### src/rtl/huffman_decoder.sv
// Bit-serial decoder for a fixed, complete 32-symbol canonical prefix code.
// One code bit per clock; each symbol is presented with a one-cycle valid pulse.
//
// state   | meaning
// --------+---------------------------------------------------------------
// ST_INIT | out of reset, serial_i ignored, ready low
// ST_RUN  | ready high, one code bit sampled every clock, decodes back-to-back
module huffman_decoder #(
  parameter int DATA_WIDTH = 8
) (
  input  logic       clk_i,
  input  logic       rstn_i,
  input  logic       serial_i,
  output logic [4:0] symbol_o,
  output logic       ready,
  output logic       valid
);

  typedef enum logic {
    ST_INIT = 1'b0,
    ST_RUN  = 1'b1
  } state_e;

  state_e                state_q, state_d;
  logic [DATA_WIDTH-1:0] acc_q, acc_d;
  logic [3:0]            cnt_q, cnt_d;
  logic [4:0]            symbol_q, symbol_d;
  logic                  valid_q, valid_d;

  logic [DATA_WIDTH:0]   code_w;
  logic [3:0]            len_w;
  logic                  done_w;
  logic [4:0]            dec_w;

  // acc only ever holds the bits of the code in progress, so everything above
  // the candidate length must be zero for a prefix match.
  always_comb begin
    code_w = {acc_q, serial_i};
    len_w  = cnt_q + 4'd1;
    done_w = 1'b0;
    dec_w  = 5'd0;
    case (len_w)
      4'd3: begin
        if (code_w[DATA_WIDTH:2] == '0) begin
          done_w = 1'b1;
          dec_w  = {3'b000, code_w[1:0]};
        end
      end
      4'd4: begin
        if (code_w[DATA_WIDTH:4] == '0 && code_w[3:2] == 2'b10) begin
          done_w = 1'b1;
          dec_w  = {3'b001, code_w[1:0]};
        end
      end
      4'd5: begin
        if (code_w[DATA_WIDTH:5] == '0 && code_w[4:2] == 3'b110) begin
          done_w = 1'b1;
          dec_w  = {3'b010, code_w[1:0]};
        end
      end
      4'd6: begin
        if (code_w[DATA_WIDTH:6] == '0 && code_w[5:2] == 4'b1110) begin
          done_w = 1'b1;
          dec_w  = {3'b011, code_w[1:0]};
        end
      end
      4'd8: begin
        if (code_w[DATA_WIDTH:8] == '0 && code_w[7:4] == 4'b1111) begin
          done_w = 1'b1;
          dec_w  = {1'b1, code_w[3:0]};
        end
      end
      default: begin
      end
    endcase
  end

  always_comb begin
    state_d  = state_q;
    acc_d    = acc_q;
    cnt_d    = cnt_q;
    symbol_d = symbol_q;
    valid_d  = 1'b0;
    case (state_q)
      ST_INIT: begin
        state_d = ST_RUN;
      end
      ST_RUN: begin
        if (done_w) begin
          symbol_d = dec_w;
          valid_d  = 1'b1;
          acc_d    = '0;
          cnt_d    = 4'd0;
        end else begin
          acc_d = code_w[DATA_WIDTH-1:0];
          cnt_d = len_w;
        end
      end
      default: begin
        state_d = ST_INIT;
      end
    endcase
  end

  always_ff @(posedge clk_i or negedge rstn_i) begin
    if (!rstn_i) begin
      state_q  <= ST_INIT;
      acc_q    <= '0;
      cnt_q    <= 4'd0;
      symbol_q <= 5'd0;
      valid_q  <= 1'b0;
    end else begin
      state_q  <= state_d;
      acc_q    <= acc_d;
      cnt_q    <= cnt_d;
      symbol_q <= symbol_d;
      valid_q  <= valid_d;
    end
  end

  assign symbol_o = symbol_q;
  assign valid    = valid_q;
  assign ready    = (state_q == ST_RUN);

endmodule

### config.mk
export PLATFORM = sky130hd
export DESIGN_NAME = huffman_decoder
export DESIGN_NICKNAME = d
export VERILOG_FILES = /design/src/rtl/huffman_decoder.sv
export SDC_FILE = /design/constraint.sdc
export NUM_CORES = 1
export LEC_CHECK = 0
export CAP_MARGIN = 5
export CELL_PAD_IN_SITES_DETAIL_PLACEMENT = 1
export CELL_PAD_IN_SITES_GLOBAL_PLACEMENT = 1
export CORE_ASPECT_RATIO = 0.9
export CORE_MARGIN = 2
export CORE_UTILIZATION = 30
export DETAILED_ROUTE_END_ITERATION = 10
export MAX_ROUTING_LAYER = met4
export PLACE_DENSITY_LB_ADDON = 0.1
export SYNTH_ARGS = -nofsm -noshare
export SYNTH_HDL_FRONTEND = slang
export SYNTH_SLANG_ARGS = --single-unit
### constraint.sdc
create_clock -name clk_i -period 2.4 [get_ports clk_i]
set_input_delay 0.72 -clock clk_i [delete_from_list [all_inputs] [get_ports clk_i]]
set_output_delay 0.72 -clock clk_i [all_outputs]
set_load 0.01 [all_outputs]
* Word level (Yosys, flattened, before mapping) *
Index checks and enable logic that the tools add are counted.

operators by class
  add/sub/neg operators = 1
  eq/ne operators = 9
  mux-type cells = 16
  bitwise operators = 1
  reduce and logical (&&, ||, !) cells = 9

operators with widths
  kind                   number
  $pmux W5 S5            1
  $eq A4 B3 Y1 const B   3
  $eq A4 B4 Y1 const B   3
  $mux W4                3
  $mux W8                1
  $logic_not A7 Y1       1
  $mux W1                7
  $logic_not A5 Y1       1
  $mux W5                1
  $pmux W1 S5            1
  $add A4 B1 Y4 const B  1
  $eq A4 B2 Y1 const B   1
  $logic_and A1 B1 Y1    4
  $logic_not A4 Y1       1
  $eq A3 B3 Y1 const B   1
  $logic_not A3 Y1       1
  $mux W3                1
  $eq A2 B2 Y1 const B   1
  $mux W2                1
  $reduce_and A2 Y1      1
  $not A1 Y1             1

storage, ports and cells
  bits in registers = 19
  input port bits = 3
  output and inout port bits = 7
  word-level logic and storage cells = 41

* Longest topological paths before layout *
  depth in word-level cells = 6
  gate-level depth with buffers = 8
  gate-level depth less buffers = 7

* Least setup slack after synthesis *
No wires, ideal clock.

  path type = reg-to-reg
  start point = register cnt_q[0]
  end point = register symbol_q[0], in the netlist symbol_o[0]
  arrival time = 1.953 ns
  setup slack = 0.322 ns
  cell stages (with the launch flop) = 8
  buffers on the path = 0
  cells stage by stage = dfrtp_1 -> inv_1 -> ha_1 -> mux2_4 -> a21o_1 -> nor4b_4 -> o31ai_4 -> mux2_2

on the way
  cells in the longest elaborated chain, start to end = 4

ends and longest elaborated chain
  element                                     line  RTL
  start: declaration                          26    logic [3:0] cnt_q, cnt_d;
  start signal: assignment                    115   cnt_q <= cnt_d;
  $add A4 B1 Y4 (*)                           39    len_w = cnt_q + 4'd1;
  $eq A4 B4 Y1, or another cell as far along  42    case (len_w)
  $pmux W1 S5                                 42
  $reduce_and A2 Y1 (no line)                 -
  end signal: assignment                      116   symbol_q <= symbol_d;
  end: declaration                            27    logic [4:0] symbol_q, symbol_d;

Mark *: on every way between the ends. The rest lies on a longest branch, timed or not.
A chain may end at the register's enable or synchronous reset.

* Worst setup path after layout *
  start point = register cnt_q[0]
  end point = register symbol_q[2], in the netlist symbol_o[2]

The elaborated chain is that of the path after synthesis.

==> results.md <==
* Clock sink total at 19
* Simple-Gate Fraction of Synth Area at 0.162
* Final wirelength at 2080 um
* Final Cell Area at 1210 um2
* Critical Path End: symbol_o[2]$_DFFE_PN0P_
* Register area share after synthesis at 0.465
* Pre-Repair DR Iteration Count at 4
* Die width at 65.5 um
* Pins over their slew limit at 0
* Crit path launch: cnt_q[0]$_DFFE_PN0P_
* FFs w/ async S/R, synth at 1.00
* Syn nets at 103
* H-tree levels at 1
* Post-synthesis xor/xnor area fraction at 0.0355
* Vias at 727
* Worst path max stage delay at 430 ps
* Final hold vios at 0
* R2R cell count at 7
* Layout cells sized above 1 at 0.160
* Mean routed wirelength per cell at 13.9 um
* DR iter-0 viols at 31
* HP Class: reg2reg
* Global-route usage over all layers at 0.128
* Synth Area in Compound Gates at 0.154
* Worst r2r dst: symbol_o[2]$_DFFE_PN0P_
* Root Buffer: clkbuf_8
* Avg Inst Size Synth at 10.8 um2
* Initial core utilization at 0.307
* Port Buffers at 9
* Filler Cell Count at 381
* Post-synth top flop: dfrtp_1
* WP buf/inv at 1
* Initial antenna violation count at 0
* Post-cts sizing count at 0
* Setup CP Type: reg2reg
* Core Area at 3330 um2
* CTS clk-pin slew, worst paths at 70 ps
* Worst setup SP type: flip-flop
* Later-pin clock latency in the skew report at 250 ps
* Slowest stage cell, crit path: dfrtp_1
* Mux share of post-synthesis cell area at 0.0588
* PD cells at 920 nW/um2
* Pin count of the biggest net entering global routing at 28
* Post-synth EDFFs at 0
* Yosys top cell by area: dfrtp_1
* DIE HEIGHT at 59.4 um
* Delay-heaviest family, CP: multiplexers
* Final nets at 115
* Synth Area in Adders at 0.0612
* Final core occ at 0.363
* Worst hold slack at 500 ps
* Run status: finished, final reports clean
* Worst IR drop on VDD at 0.000347 V
* DRC at 0
* IO Count at 10
* Setup crit end kind: flip-flop
* Synth cell types at 32
* Crit path DAT at 2390 ps
* GP Congestion at 0.870
* Mapped Area at 1020 um2
* Final setup violation count at 0
* CP max FO at 6
* YS warnings at 0
* LEAKAGE at 0.552 nW
* Std-Cell Rows at 20
* RSZ-0062 raised after global routing: no
* DRT antenna net count at 0
* # diodes at 0
* Hpwl dp at 1570 um
* CTS Hold Bufs at 0
* Global-route wire length before repair at 3590 um
* Cells after Synth at 95
* Area fraction of the dominant cell type after synthesis at 0.465
* FF+latch count, synth at 19
* R2R setup slack at 150 ps
* Crit path cell chain: inv_1, ha_1, mux2_4, a21o_1, nor4b_4, o31ai_4, mux2_2
* Worst-case clock buffer depth at 2
* Worst path depth at 7
* CTS tree: built
* Synth-to-Final Area Change at 18.2%
* Final period util at 0.938
* Largest family of logic cells by synthesized area: simple AND/OR/NAND/NOR gates
* Final TNS setup at 0 ps
* Area after DPL at 1160 um2
* Setup Fix Bufs, Post-CTS at 0
* Vias in the first global route at 748
* Max cap viols at 0
* Grt ovf at 0
* Drt via density at 4.85
* Skew final at 5.76 ps
* Tmin final at 2250 ps
* WP data required at 2540 ps
* Die area at 3890 um2
* Synth area leaders: dfrtp_1, ha_1, o22ai_1
* Max Clk Rate at 444 MHz
* Clock buffers created by TritonCTS at 3
* Worst r2r src: cnt_q[0]$_DFFE_PN0P_
-- state kept, by name, summed over array words and instances (netlist names) --
signal,count
valid,1
cnt_q,4
symbol_o,5
acc_q,8
ready,1
-- report_power, final --
group          internal [mW]  switching, mW  leakage (nW)
logic                  0.206          0.195         0.281
registers              0.402         0.0926         0.245
clock network          0.115          0.101        0.0255
-- per-stage QoR --
step / setup slack (ps) / power [mW] / instances
after floorplan: 322 / 0.768 / 95
after global placement: 217 / 0.903 / 146
after detailed placement: 130 / 0.907 / 146
after CTS: 110 / 1.14 / 150
after global routing: 4.40 / 1.20 / 150
final: 149 / 1.11 / 150
-- logic make-up after synthesis --
logic type      Yosys count
simple gates             28
mux                       5
flops                    19
other cells               1
xor+xnor                  2
fa+ha+maj                 5
compound gates           20
buf+inv                  15
-- cell type report --
class                   instances  area (um2)  share of cell area
clock inverters                 1        5.00             0.00414
inverters                      11        41.3              0.0342
repair buffers                 11         105              0.0870
well taps                      44        55.1              0.0455
multi-input cells              61         485               0.402
flip-flops and latches         19         475               0.393
clock buffers                   3        41.3              0.0342
-- synth_stat cells (2+ instances only) --
cell type	n
a21o_1	2
a31o_2	2
a32o_1	2
clkbuf_1	2
dfrtp_1	19
ha_1	5
inv_1	11
mux2_2	4
nand2_1	11
nand2b_1	3
nand3_1	3
nor2_1	2
o21ai_0	3
o22ai_1	8
-- worst min-delay path by stage --
stage,from,to,slack (ps),cells after the start
after floorplan,rstn_i,acc_q[0]$_DFFE_PN0P_,420,0
final,symbol_o[3]$_DFFE_PN0P_,symbol_o[3]$_DFFE_PN0P_,500,1
after detailed placement,symbol_o[3]$_DFFE_PN0P_,symbol_o[3]$_DFFE_PN0P_,490,1
after CTS,symbol_o[3]$_DFFE_PN0P_,symbol_o[3]$_DFFE_PN0P_,510,1
after global routing,symbol_o[3]$_DFFE_PN0P_,symbol_o[3]$_DFFE_PN0P_,510,1
after global placement,symbol_o[4]$_DFFE_PN0P_,symbol_o[4]$_DFFE_PN0P_,490,1
-- routing by layer --
metal | track usage | vias up | routed length [um] | share of wire
met4 | 0.0357 | 0 | 8 | 0.0038
met1 | 0.161 | 368 | 1030 | 0.49
met2 | 0.204 | 7 | 999 | 0.48
li1 | - | 350 | - | -
met5 | - | - | 0 | 0
met3 | 0.0342 | 2 | 50 | 0.024
-- layout by cell type (no fill, tap or decap), types with 3 or more instances in the layout --
cell type	netlist	layout
nand3_1	3	3
inv_1	11	11
dfrtp_1	19	19
nand2_1	11	11
mux2_2	4	4
nand2b_1	3	3
o22ai_1	8	8
ha_1	5	5
clkbuf_8	0	3
clkdlybuf4s50_1	0	9
o21ai_0	3	3
(Power assumes the default switching activity.)
